File: src/rtl/sysid_check_ctrl.sv
// Reads the sysid slave's ID (addr 0) then timestamp (addr 1) and flags each against its expected value.
// done fires 2*READ_LATENCY+3 cycles after start is sampled; define SYSID_CHECK_CTRL_AUTOSTART_EN to run one check after every reset release.
module sysid_check_ctrl #(
   parameter logic [31:0] EXPECTED_ID        = 32'd4919,
   parameter logic [31:0] EXPECTED_TIMESTAMP = 32'd1537363031,
   parameter int unsigned READ_LATENCY       = 0
) (
   input  logic        clock,
   input  logic        reset_n,
   input  logic        start,
   output logic        busy,
   output logic        done,
   output logic        id_ok,
   output logic        ts_ok,
   output logic [31:0] id_value,
   output logic [31:0] ts_value,
   output logic        sysid_address,
   output logic        sysid_read,
   input  logic [31:0] sysid_readdata
);

   localparam logic [3:0] LAST_WAIT = 4'(READ_LATENCY);

   typedef enum logic [1:0] {IDLE, RD_ID, RD_TS, DONE} state_t;

   state_t     state;
   logic [3:0] wait_cnt;
   logic       go;

`ifdef SYSID_CHECK_CTRL_AUTOSTART_EN
   // Set by reset, consumed by the first clock edge after release.
   logic auto_pend;

   always_ff @(posedge clock or negedge reset_n) begin
      if (!reset_n) auto_pend <= 1'b1;
      else          auto_pend <= 1'b0;
   end

   assign go = start | auto_pend;
`else
   assign go = start;
`endif

   always_ff @(posedge clock or negedge reset_n) begin
      if (!reset_n) begin
         state         <= IDLE;
         wait_cnt      <= 4'd0;
         busy          <= 1'b0;
         done          <= 1'b0;
         id_ok         <= 1'b0;
         ts_ok         <= 1'b0;
         id_value      <= 32'd0;
         ts_value      <= 32'd0;
         sysid_address <= 1'b0;
         sysid_read    <= 1'b0;
      end else begin
         case (state)
            IDLE: begin
               if (go) begin
                  state         <= RD_ID;
                  wait_cnt      <= 4'd0;
                  busy          <= 1'b1;
                  sysid_read    <= 1'b1;
                  sysid_address <= 1'b0;
               end
            end
            RD_ID: begin
               if (wait_cnt == LAST_WAIT) begin
                  id_value      <= sysid_readdata;
                  state         <= RD_TS;
                  wait_cnt      <= 4'd0;
                  sysid_address <= 1'b1;
               end else begin
                  wait_cnt <= wait_cnt + 4'd1;
               end
            end
            RD_TS: begin
               // id_value was captured on the RD_ID exit edge, so it is stable here.
               if (wait_cnt == LAST_WAIT) begin
                  ts_value      <= sysid_readdata;
                  id_ok         <= (id_value == EXPECTED_ID);
                  ts_ok         <= (sysid_readdata == EXPECTED_TIMESTAMP);
                  state         <= DONE;
                  wait_cnt      <= 4'd0;
                  busy          <= 1'b0;
                  sysid_read    <= 1'b0;
                  sysid_address <= 1'b0;
                  done          <= 1'b1;
               end else begin
                  wait_cnt <= wait_cnt + 4'd1;
               end
            end
            DONE: begin
               done     <= 1'b0;
               wait_cnt <= 4'd0;
               state    <= IDLE;
            end
            default: begin
               state <= IDLE;
            end
         endcase
      end
   end

endmodule

File: config.mk
export PLATFORM = sky130hd
export DESIGN_NAME = sysid_check_ctrl
export DESIGN_NICKNAME = d
export VERILOG_FILES = /design/src/rtl/sysid_check_ctrl.sv
export SDC_FILE = /design/constraint.sdc
export NUM_CORES = 1
export LEC_CHECK = 0
export ABC_CLOCK_PERIOD_IN_PS = 2300
export CORE_MARGIN = 8
export CORE_UTILIZATION = 25
export DETAILED_ROUTE_END_ITERATION = 12
export GPL_ROUTABILITY_DRIVEN = 0
export GPL_TIMING_DRIVEN = 0
export HOLD_SLACK_MARGIN = 0.08
export SYNTH_ARGS = -nofsm -noshare
export SYNTH_HDL_FRONTEND = slang
export SYNTH_SLANG_ARGS = --single-unit
File: constraint.sdc
create_clock -name clock -period 2.3 [get_ports clock]
set_input_delay 0.23 -clock clock [delete_from_list [all_inputs] [get_ports clock]]
set_output_delay 0.23 -clock clock [all_outputs]
set_load 0.01 [all_outputs]
---- After elaboration in Yosys (flattened, before gate mapping) ----
Index checks and enable logic that the tools add are counted.
operators by class
  muxes and demuxes ....................... 14
  reduce and logical (&&, ||, !) cells .... 12
  add/sub/neg operators ................... 1
  equal/unequal tests ..................... 8
operators with widths
  kind                                                                      count
  32-bit by 13-bit equality test with 1-bit output (second input constant)  1
  32-bit by 31-bit equality test with 1-bit output (second input constant)  1
  4-bit one-hot mux with 3 select lines                                     1
  4-bit 2-to-1 mux                                                          2
  2-bit one-hot mux with 4 select lines                                     1
  2-bit 2-to-1 mux                                                          3
  2-bit inequality test (second input constant)                             3
  2-bit AND reduction                                                       3
  3-bit AND reduction                                                       2
  4-bit by 1-bit adder with 4-bit output (second input constant)            1
  2-bit equality test (second input constant)                               2
  4-bit logical NOT                                                         1
  1-bit 2-to-1 mux                                                          4
  1-bit one-hot mux with 2 select lines                                     2
  4-bit AND reduction                                                       1
  2-bit nonzero test                                                        2
  1-bit one-hot mux with 3 select lines                                     1
  3-bit nonzero test                                                        1
  2-bit by 1-bit equality test with 1-bit output (second input constant)    1
  2-bit logical NOT                                                         1
  2-bit OR reduction                                                        1
word-level totals
  logic and storage cells ................. 44
  bits in registers ....................... 75
  output and inout bits ................... 70

---- Logic depth before layout (Yosys ltp) ----
Gate-level depths: netlist of the first run.
  depth in word-level cells ............... 3
  gate-level depth with buffers ........... 8
  mapped depth without buffers ............ 6

---- Least setup slack after synthesis of the first run ----
Ideal clock, no wire load.
  path kind ............................... reg-to-reg
  start ................................... reg wait_cnt[0]
  end ..................................... reg id_value[10]
  setup slack ............................. 0.541 ns
  cell stages (with the launch flop) ...... 8
  buffers on the path ..................... 2
  data arrival time ....................... 1.634 ns
  library setup time ...................... 0.125 ns
  required time ........................... 2.175 ns
  path through ............................ dfrtp_1 inv_1 ha_1 nor3b_4 and2_4 buf_8 buf_12 mux2_4
on the way
  cells in the longest elaborated chain, start to end .. 2
ends and longest elaborated chain
  what                                  line  source
  start: declaration                    27    logic [3:0] wait_cnt;
  start signal: assignment              74    wait_cnt <= wait_cnt + 4'd1;
  start signal: assignment              90    wait_cnt <= wait_cnt + 4'd1;
  4-bit logical NOT                     68    if (wait_cnt == LAST_WAIT) begin
  2-bit AND reduction (no source line)  -
  end signal: assignment                69    id_value <= sysid_readdata;
  end: declaration                      15    output logic [31:0] id_value,
Every way passes these cells.
A chain may end at the register's enable or synchronous reset.

---- Worst setup path in the final report of the first run ----
  start ................................... reg wait_cnt[0]
  end ..................................... reg id_value[11]
The elaborated chain is that of the path after synthesis.

==> out/metrics.cfg, run 1 <==
[drt]
ant_nets=0
wl_met2_mm=4.34
m1WireLength_mm=3.93
wirelength_mm=8.99
via_per_inst=4.31
vias=2248
wl_met3_um=569
initialDrtViolationCount=56
maxUsedRoutingLayer=met4
post_drt_wl_per_cell_um=17.3
drt-pass1-iter-count=4
drc=0

[floorplan]
rows=42
fp.dieArea_mm2=0.0176
ios=105
start_util_pct=25.7
core_area_mm2=0.0133
die_h_um=133
die_w_um=133

[worst_setup_path]
crit_chain=inv_1 -> ha_1 -> nor3b_4 -> and2_4 -> buf_8 -> buf_12 -> mux2_4
cp_num_buf_inv=3
crit_start=wait_cnt[0]$_DFFE_PN0P_
path_class=reg -> reg
path_delay_family=simple AND/OR/NAND/NOR gates
critPathLaunchType=flip-flop
ff2ff_path_depth=7
crit_slowest_cell=dfrtp_1
r2r-end=id_value[11]$_DFFE_PN0P_
r2r_start=wait_cnt[0]$_DFFE_PN0P_
crit_fanout=10
required_ns=2.51
cp-end-kind=flip-flop
rrSetupSlack_ns=0.37
cp_slowest_stage_delay_ns=0.42
critPathArrivalTime_ns=2.13

[synthesis]
synthTopCellsByArea=dfrtp_1 55%, mux2_4 17%, mux2_2 8.3%, ha_1 2.6%, buf_12 1.8%
yosysMostFrequentCell=dfrtp_1
netlist.area_leader.share_pct=55.0
yosysUniqueCellTypes=37
postSynthCellCount=223
synth_area_mm2=0.00341
synth_area_per_cell_um2=15.3
synthTopCellsByCount=75 x dfrtp_1, 39 x mux2_4, 25 x mux2_2, 9 x nand2_1, 7 x ha_1
synth_edf_count=0
synthArstFlopShare_pct=100
synth_ff_type=dfrtp_1
ys.warnings.count=0
syn_nets=265
seq_area_frac_synth_pct=55.0
ys_seq_elements=75
yosys.area.top_type=dfrtp_1

[clock_network]
postCtsResizedCells=0
cts_setup_buffers=0
clk_path_buf_depth=2
cts_buffers=9
path_clk_slew_ns=0.06
cts.sinks=75
root_buffer=clkbuf_16
h-tree-depth=3
clock_latency_ns=0.33
cts_tree=done

[power]
p_leak_uw=0.00215
vdd_drop_max_mv=0.499
power.density_mw_per_mm2=1510

[timing]
tightest_slew_ns=0.485
slew_violations=0
timing.final.ws_setup_ns=0.375
period_minus_slack_ns=1.93
rsz0062_at_grt=false
max_freq_mhz=519
relSlewSlack_pct=67.2
final-hold-violation-count=0
fin_crit_sh_pct=83.7
finalClockSkew_ns=0.00914
setup-violations-final=0

[finish]
diodes=0
finalNetCount=382
final_util_pct=37.7
drive_gt1_share_pct=27.0
syn_to_final_growth_pct=47.0

[global_route]
grt_max_degree=45
antenna_found_initial=0
track_usage_pct=10.6
grt_overflow=0
grt_pass1_vias=2512
grt_pass1_wl_mm=14.6

[min_path]
hold_class=in -> async

[place]
place_hpwl_mm=6.96
place_ws_ns=0.356
io_buffers=104

[job]
drv_cap=0

[status]
outcome=completed

[through the flow]
step,TNS [ns],instances,hold WS [ns],power (uW),area (um2)
detailed placement,0,504,0.223,6250,4700
finish,0,521,0.409,7580,5010
global placement,-130.52,503,0.465,6180,4670
global route,0,521,0.459,8040,5010
CTS,0,521,0.427,7740,5010
floorplan,0,223,-0.0656,4450,3410
[layout make-up]
cell class	count	area [um2]
clock inverters	3	46.3
multi-input cells	133	1390
fillers	1254	8280
clock buffers	13	260
flip-flops and latches	75	1880
inverters	6	22.5
well taps	176	220
repair buffers	106	1080
plain buffers	9	120
[power breakdown]
| part | total, uW | internal [uW] | leakage, uW | switching [uW] |
|---|---|---|---|---|
| combinational | 3730 | 2370 | 0.00112 | 1370 |
| clock | 1430 | 902 | 0.000146 | 527 |
| sequential | 2420 | 1970 | 0.000890 | 453 |
| total | 7580 | 5240 | 0.00215 | 2350 |
[registers in the layout (all words and copies together), names as in the netlist]
register	count
done	1
ts_ok	1
ts_value	32
sysid_address	1
wait_cnt	4
sysid_read	1
id_ok	1
id_value	32
state	2
[cells by family (layout without fill, tap and decap cells)]
family,count (synthesis),in the layout,synth area share (%)
compound gates,18,18,4.04
fa+ha+maj,7,7,2.57
buf+inv,15,137,4.18
flops,75,75,55.0
mux,66,66,26.1
simple gates,42,42,8.11
[cell usage in the layout (no fill, tap or decap), types with 2 or more instances in the layout]
master           count
nor4bb_1             3
a22o_1               2
o41ai_2              2
nor4b_1              4
nor4_1               4
a21o_1               3
a21oi_1              3
nor2_1               5
clkbuf_8             2
clkbuf_16            9
mux2_4              39
buf_6                3
mux2_2              25
buf_12               3
inv_1                6
buf_4                2
mux2_1               2
nor2b_1              3
o21ai_0              3
clkdlybuf4s50_1    103
nand4_1              5
dfrtp_1             75
ha_1                 7
clkbuf_1             3
nand2_1              9
[per-layer routing]
metal / GRT usage, % / up-vias
li1: - / 1059
met1: 12.8 / 1120
met2: 16.8 / 58
met3: 3.44 / 11
met4: 4.73 / 0
met5: 0 / -
[how the worst max path moves through the flow]
stage,cells past startpoint,to
final,7,id_value[11]$_DFFE_PN0P_
after global routing,7,id_value[17]$_DFFE_PN0P_
after CTS,7,id_value[17]$_DFFE_PN0P_
after detailed placement,4,ts_ok$_DFFE_PN0P_
after global placement,1,ts_value[5]$_DFFE_PN0P_
after floorplan,7,id_value[10]$_DFFE_PN0P_
[timing repair]
item,in CTS,in global routing
endpoints found under the setup margin,0,0
endpoints found under the hold margin,31,0
hold buffers,1,0
Power figures use the tool's default switching activity.
==> run 2, diff against run 1 <==
--- a/config.mk
+++ b/config.mk
@@ -5,7 +5,7 @@
 export SDC_FILE = /design/constraint.sdc
 export NUM_CORES = 1
 export LEC_CHECK = 0
-export ABC_CLOCK_PERIOD_IN_PS = 2300
+export ABC_CLOCK_PERIOD_IN_PS = 1600
 export CORE_MARGIN = 8
 export CORE_UTILIZATION = 25
 export DETAILED_ROUTE_END_ITERATION = 12
==> constraint.sdc (replaced) <==
create_clock -name clock -period 1.6 [get_ports clock]
set_input_delay 0.16 -clock clock [delete_from_list [all_inputs] [get_ports clock]]
set_output_delay 0.16 -clock clock [all_outputs]
set_load 0.01 [all_outputs]
==> run 2 against run 1 <==
  * The flow now finishes with violations (negative setup slack)
  * Largest cell class unchanged
  * Worst setup slack lost 0.50 ns
  * Sequential power grew 45%
  * Clock power up 53%
  * Count of clock-buffer cells in the layout is 1 lower
  * Clock skew decreased by 0.0051 ns
  * Register-to-register slack worse by 0.50 ns
  * Via count is 3.5% higher
  * Fmax rose by 12%
  * Cell area up 5.9%
  * Sequential cell count did not move
==> out/metrics.cfg, run 2 (synthesis gave the netlist of run 1 again) <==
[power]
p_leak_uw=0.00232  ; +7.7%
switching_share_pct=30.4  ; -0.54 points
clkPwrFrac_pct=18.8  ; about the same
vdd_drop_max_mv=0.711  ; +42%
power.density_mw_per_mm2=2200  ; +46%
p_int_uw=8130  ; +55%
comb_power_share_pct=51.2  ; +2.0 points
p_seq_share_pct=30.0  ; -1.9 points
p_switching_uw=3550  ; +51%

[global_route]
antenna_found_initial=0  ; unchanged
grt_max_degree=41  ; -8.9%
grt_overflow=0  ; unchanged
grt_pass1_wl_mm=15.0  ; +2.7%
track_usage_pct=11.0  ; +0.36 points
grt_pass1_vias=2566  ; +2.1%

[worst_setup_path]
critPathLaunchType=flip-flop
cp-end-kind=flip-flop
required_ns=1.81  ; -0.70 ns
crit_fanout=10  ; unchanged
r2r-end=id_value[6]$_DFFE_PN0P_
critPathArrivalTime_ns=1.93  ; -0.20 ns
ff2ff_path_depth=7  ; unchanged
rrSetupSlack_ns=-0.13  ; -0.50 ns
r2r_start=wait_cnt[0]$_DFFE_PN0P_
path_class=reg -> reg

[timing]
max_freq_mhz=580  ; +12%
fin_crit_sh_pct=108  ; +24 points
setup-violations-final=66  ; +66
slew_violations=0  ; unchanged
relSlewSlack_pct=59.8  ; -7.4 points
timing.final.ws_setup_ns=-0.125  ; -0.500 ns
finalClockSkew_ns=0.00408  ; -0.00506 ns
period_minus_slack_ns=1.73  ; -0.200 ns
tightest_slew_ns=0.595  ; +0.109 ns
whs_ns=0.346  ; -0.0624 ns
rsz0062_at_grt=true
final-hold-violation-count=0  ; unchanged

[drt]
drc=0  ; unchanged
maxUsedRoutingLayer=met4
initialDrtViolationCount=86  ; +54%
ant_nets=0  ; unchanged
drt-pass1-iter-count=4  ; unchanged
via_per_inst=4.33  ; +0.39%
wirelength_mm=9.36  ; +4.1%
vias=2326  ; +3.5%
wl_met3_um=554  ; -2.6%
post_drt_wl_per_cell_um=17.4  ; +0.97%
wl_met2_mm=4.66  ; +7.3%
m1WireLength_mm=4.04  ; +2.7%

[min_path]
hold_class=in -> async

[finish]
regArea_mm2=0.00188  ; unchanged
finalNetCount=398  ; +4.2%
drive_gt1_share_pct=33.8  ; +6.8 points
fill_cells=1229  ; -2.0%
multi_input_area_mm2=0.00146  ; +5.2%
final_area_mm2=0.00531  ; +5.9%
diodes=0  ; unchanged
layout_common_cells=103 x clkdlybuf4s50_1, 75 x dfrtp_1, 40 x mux2_4, 24 x mux2_2, 15 x buf_4
final_util_pct=39.9  ; +2.2 points
reg.largest.list=id_value (32), ts_value (32), wait_cnt (4)
syn_to_final_growth_pct=55.6
fin_cells=537  ; +3.1%
final_common_cell=clkdlybuf4s50_1

[clock_network]
clk_path_buf_depth=2  ; unchanged
cts_tree=done
h-tree-depth=3  ; unchanged
cts_buffers=9  ; unchanged
cts.sinks=75  ; unchanged
root_buffer=clkbuf_16
clock_latency_ns=0.33  ; about the same
path_clk_slew_ns=0.06  ; about the same

[floorplan]
ios=105  ; unchanged
die_w_um=133  ; unchanged
die_h_um=133  ; unchanged
rows=42  ; unchanged
core_area_mm2=0.0133  ; unchanged
start_util_pct=25.7  ; unchanged
fp.dieArea_mm2=0.0176  ; unchanged

[place]
io_buffers=104  ; unchanged
placed_cell_area_mm2=0.00469  ; -0.16%
place_ws_ns=-0.334  ; -0.690 ns
place_hpwl_mm=6.96  ; about the same
dp.cells=504  ; unchanged

[status]
violations=negative setup slack
outcome=complete, but fails checks

[job]
drv_cap=0  ; unchanged

-- run 2: cell types whose count changed in the layout (fill, tap and decap cells not counted), sizes merged --
cell / previous run / this run
buf: 10 / 27
clkbuf: 14 / 12
bufinv: 1 / 2
-- run 2: how the worst max path moves through the flow --
stage / depth (start not counted) / endpoint / startpoint / slack, ns
6_report: 7 / id_value[6]$_DFFE_PN0P_ / wait_cnt[0]$_DFFE_PN0P_ / -0.13
5_1_grt: 7 / id_value[10]$_DFFE_PN0P_ / wait_cnt[0]$_DFFE_PN0P_ / -0.19
4_1_cts: 7 / id_value[6]$_DFFE_PN0P_ / wait_cnt[0]$_DFFE_PN0P_ / -0.13
3_5_place_dp: 7 / id_value[13]$_DFFE_PN0P_ / wait_cnt[0]$_DFFE_PN0P_ / -0.33
3_3_place_gp: 1 / id_value[1]$_DFFE_PN0P_ / reset_n / -2.33
2_1_floorplan: 7 / id_value[10]$_DFFE_PN0P_ / wait_cnt[0]$_DFFE_PN0P_ / -0.16
-- run 2: critical path, cell delays in order (launching register included) --
cell and delay (ns):
dfrtp_1 0.38, inv_1 0.06, ha_1 0.15, nor3b_4 0.24, and2_4 0.19, buf_12 0.13, buf_12 0.15, mux2_4 0.30
-- run 2: per-stage QoR --
step	total power [uW]	TNS [ns]
4_1_cts	11800	-4.53
3_5_place_dp	9000	-18.11
3_3_place_gp	8890	-190.82
2_1_floorplan	6400	-4.88
6_report	11700	-4.39
5_1_grt	12400	-8.97
-- run 2: layout make-up --
type / instances / area share (%)
multi-input cells: 133 / 27.6
inverters: 6 / 0.424
clock inverters: 4 / 1.37
repair buffers: 122 / 23.4
plain buffers: 9 / 2.92
well taps: 176 / 4.15
clock buffers: 12 / 4.83
flip-flops and latches: 75 / 35.4
-- run 2: layer usage --
| metal | up-vias | global-route usage (%) |
|---|---|---|
| li1 | 1082 | - |
| met1 | 1175 | 12.8 |
| met2 | 60 | 18.1 |
| met3 | 9 | 4.50 |
| met4 | 0 | 3.22 |
| met5 | - | 0 |
-- run 2: repair_timing --
| item | in CTS | in global routing |
|---|---|---|
| hold buffers | 1 | 0 |
| pin swaps | 1 | 3 |
| setup endpoints to repair | 71 | 73 |
| resized for setup | 20 | 11 |
| setup buffers | 10 | 4 |
| endpoints found under the hold margin | 39 | 0 |
| gates cloned | 2 | 0 |
-- run 2: power groups by stage --
stage	combinational, uW	sequential [uW]	clock (uW)
2_1_floorplan	2590	3810	0
3_3_place_gp	5420	3480	0
3_5_place_dp	5490	3510	0
4_1_cts	6000	3500	2270
5_1_grt	6370	3650	2360
6_report	5990	3510	2190
==> run 3, diff against run 2 <==
--- a/config.mk
+++ b/config.mk
@@ -7,11 +7,12 @@
 export LEC_CHECK = 0
 export ABC_CLOCK_PERIOD_IN_PS = 1600
 export CORE_MARGIN = 8
-export CORE_UTILIZATION = 25
+export CORE_UTILIZATION = 42
 export DETAILED_ROUTE_END_ITERATION = 12
 export GPL_ROUTABILITY_DRIVEN = 0
 export GPL_TIMING_DRIVEN = 0
 export HOLD_SLACK_MARGIN = 0.08
+export PLACE_DENSITY = 0.76
 export SYNTH_ARGS = -nofsm -noshare
 export SYNTH_HDL_FRONTEND = slang
 export SYNTH_SLANG_ARGS = --single-unit
==> run 3 against run 2 <==
  * Die area shrank 36%
  * Routed wire length shrank 5.3%
  * Sequential power is essentially flat
  * Clock power shrank 20%
  * Largest cell class unchanged
  * The run still ends with negative setup slack left
  * Register-to-register slack lost 0.02 ns
==> out/metrics.cfg, run 3 (synthesis gave the netlist of run 1 again) <==
[status]
outcome=complete, but fails checks
violations=negative setup slack

[timing]
max_freq_mhz=571  ; -1.4%
final-hold-violation-count=0  ; unchanged
rsz0062_at_grt=true
setup-violations-final=66  ; unchanged
tightest_slew_ns=0.456  ; -0.138 ns
finalClockSkew_ns=0.0103  ; +0.00617 ns
timing.final.ws_setup_ns=-0.150  ; -0.0250 ns
relSlewSlack_pct=69.6  ; +9.8 points
fin_crit_sh_pct=109  ; +1.6 points
slew_violations=0  ; unchanged
period_minus_slack_ns=1.75  ; +0.0250 ns

[floorplan]
die_w_um=106  ; -20%
rows=33  ; -21%
core_area_mm2=0.00805  ; -39%
fp.dieArea_mm2=0.0113  ; -36%
ios=105  ; unchanged
die_h_um=106  ; -20%
start_util_pct=42.4  ; +17 points

[clock_network]
clock_latency_ns=0.34  ; about the same
clk_path_buf_depth=2  ; unchanged
cts_tree=done
h-tree-depth=3  ; unchanged
cts.sinks=75  ; unchanged
path_clk_slew_ns=0.07  ; about the same
cts_buffers=9  ; unchanged
root_buffer=clkbuf_8

[power]
p_leak_uw=0.00226  ; -2.5%
p_int_uw=7760  ; -4.6%
power.density_mw_per_mm2=2190  ; -0.49%
switching_share_pct=31.1  ; +0.66 points
vdd_drop_max_mv=1.05  ; +48%
comb_power_share_pct=53.4  ; +2.2 points
p_seq_share_pct=31.0  ; +1.0 points
p_switching_uw=3490  ; -1.6%
clkPwrFrac_pct=15.7  ; -3.1 points

[finish]
fill_cells=639  ; -48%
final_common_cell=clkdlybuf4s50_1
reg.largest.list=id_value (32), ts_value (32), wait_cnt (4)
syn_to_final_growth_pct=50.6
drive_gt1_share_pct=33.3  ; -0.46 points
layout_common_cells=103 x clkdlybuf4s50_1, 75 x dfrtp_1, 42 x mux2_4, 22 x mux2_2, 10 x clkbuf_8
final_util_pct=63.8  ; +24 points
multi_input_area_mm2=0.00146  ; unchanged
regArea_mm2=0.00188  ; unchanged
finalNetCount=398  ; unchanged
diodes=0  ; unchanged

[drt]
wirelength_mm=8.86  ; -5.3%
drt-pass1-iter-count=4  ; unchanged
ant_nets=0  ; unchanged
initialDrtViolationCount=47  ; -45%
drc=0  ; unchanged
post_drt_wl_per_cell_um=19.0  ; +9.3%
vias=2331  ; +0.21%
via_per_inst=5.01  ; +16%

[global_route]
grt_overflow=0  ; unchanged
grt_max_degree=42  ; +2.4%
grt_pass1_wl_mm=14.4  ; -3.7%
antenna_found_initial=0  ; unchanged
grt_pass1_vias=2617  ; +2.0%
track_usage_pct=16.3  ; +5.3 points

[worst_setup_path]
path_class=reg -> reg
r2r_start=wait_cnt[0]$_DFFE_PN0P_
ff2ff_path_depth=7  ; unchanged
cp_slowest_stage_delay_ns=0.38  ; about the same
r2r-end=id_value[7]$_DFFE_PN0P_
critPathLaunchType=flip-flop
crit_slowest_cell=dfrtp_1
required_ns=1.82  ; about the same
cp-end-kind=flip-flop
crit_fanout=5  ; -5
critPathArrivalTime_ns=1.97  ; +0.04 ns
cp_common_cell=buf_12
rrSetupSlack_ns=-0.15  ; -0.02 ns
crit_chain=inv_1 -> ha_2 -> nor3b_4 -> and2_4 -> buf_12 -> buf_12 -> mux2_4

[min_path]
hold_class=in -> async

[place]
io_buffers=104  ; unchanged
place_ws_ns=-0.338  ; -0.00426 ns
place_hpwl_mm=6.51  ; -6.4%

[job]
drv_cap=0  ; unchanged

run 3: cell count changes in the layout (fill, tap and decap cells not counted), sizes merged:
cell	previous run	this run
buf	27	26
bufinv	2	3
clkbuf	12	11
clkinvlp	1	0
nand2	10	11
run 3: repair_timing:
| action | 4_1_cts | 5_1_grt |
|---|---|---|
| cloned | 4 | 0 |
| pin swaps | 7 | 3 |
| hold buffers | 1 | 0 |
| endpoints found under the setup margin | 72 | 73 |
| buffers inserted | 14 | 2 |
| gates resized for setup | 24 | 13 |
| endpoints found under the hold margin | 34 | 0 |
run 3: routing by layer:
layer	track usage (%)	part of all wire (%)
met1	20.8	44
met2	25.9	48
met5	0	0
met4	5.33	1.2
met3	4.72	6.1
run 3: worst max path at each step:
stage / startpoint / to / slack [ns] / cells after the start
2_1_floorplan: wait_cnt[0]$_DFFE_PN0P_ / id_value[10]$_DFFE_PN0P_ / -0.16 / 7
3_3_place_gp: reset_n / ts_value[13]$_DFFE_PN0P_ / -2.22 / 1
3_5_place_dp: wait_cnt[0]$_DFFE_PN0P_ / id_value[17]$_DFFE_PN0P_ / -0.34 / 7
4_1_cts: wait_cnt[0]$_DFFE_PN0P_ / id_value[7]$_DFFE_PN0P_ / -0.15 / 7
5_1_grt: wait_cnt[0]$_DFFE_PN0P_ / id_value[7]$_DFFE_PN0P_ / -0.22 / 7
6_report: wait_cnt[0]$_DFFE_PN0P_ / id_value[7]$_DFFE_PN0P_ / -0.15 / 7
run 3: area by class of cell:
| cell class | instances | area share [%] |
|---|---|---|
| flip-flops and latches | 75 | 36.5 |
| multi-input cells | 134 | 28.5 |
| repair buffers | 123 | 25.0 |
| clock buffers | 11 | 2.75 |
| well taps | 105 | 2.56 |
| plain buffers | 7 | 2.29 |
| clock inverters | 4 | 1.92 |
| inverters | 6 | 0.438 |
run 3: per-stage QoR:
stage                     power, uW  instances  hold slack [ns]  setup TNS, ns  area, um2
final                         11300        465            0.313          -4.54       5140
after global routing          11900        465            0.344          -9.02       5140
after CTS                     11400        466            0.310          -5.09       5140
after detailed placement       8950        433            0.140         -17.79       4600
after global placement         8790        432            0.461        -181.30       4580
after floorplan                6400        223           -0.136          -4.88       3410
run 3: critical path: cells and delay by family (launching register included):
family | cells | cell delay, ns
adder cells (fa/ha/maj) | 1 | 0.17
buffers and inverters | 3 | 0.30
flip-flops | 1 | 0.38
multiplexers | 1 | 0.30
AND/OR/NAND/NOR | 2 | 0.47
run 3: power by group through the flow:
stage	registers (uW)	clock network, uW	logic, uW
6_report	3480	1760	6010
3_5_place_dp	3520	0	5440
3_3_place_gp	3470	0	5320
4_1_cts	3490	1790	6120
2_1_floorplan	3810	0	2590
5_1_grt	3600	1880	6390
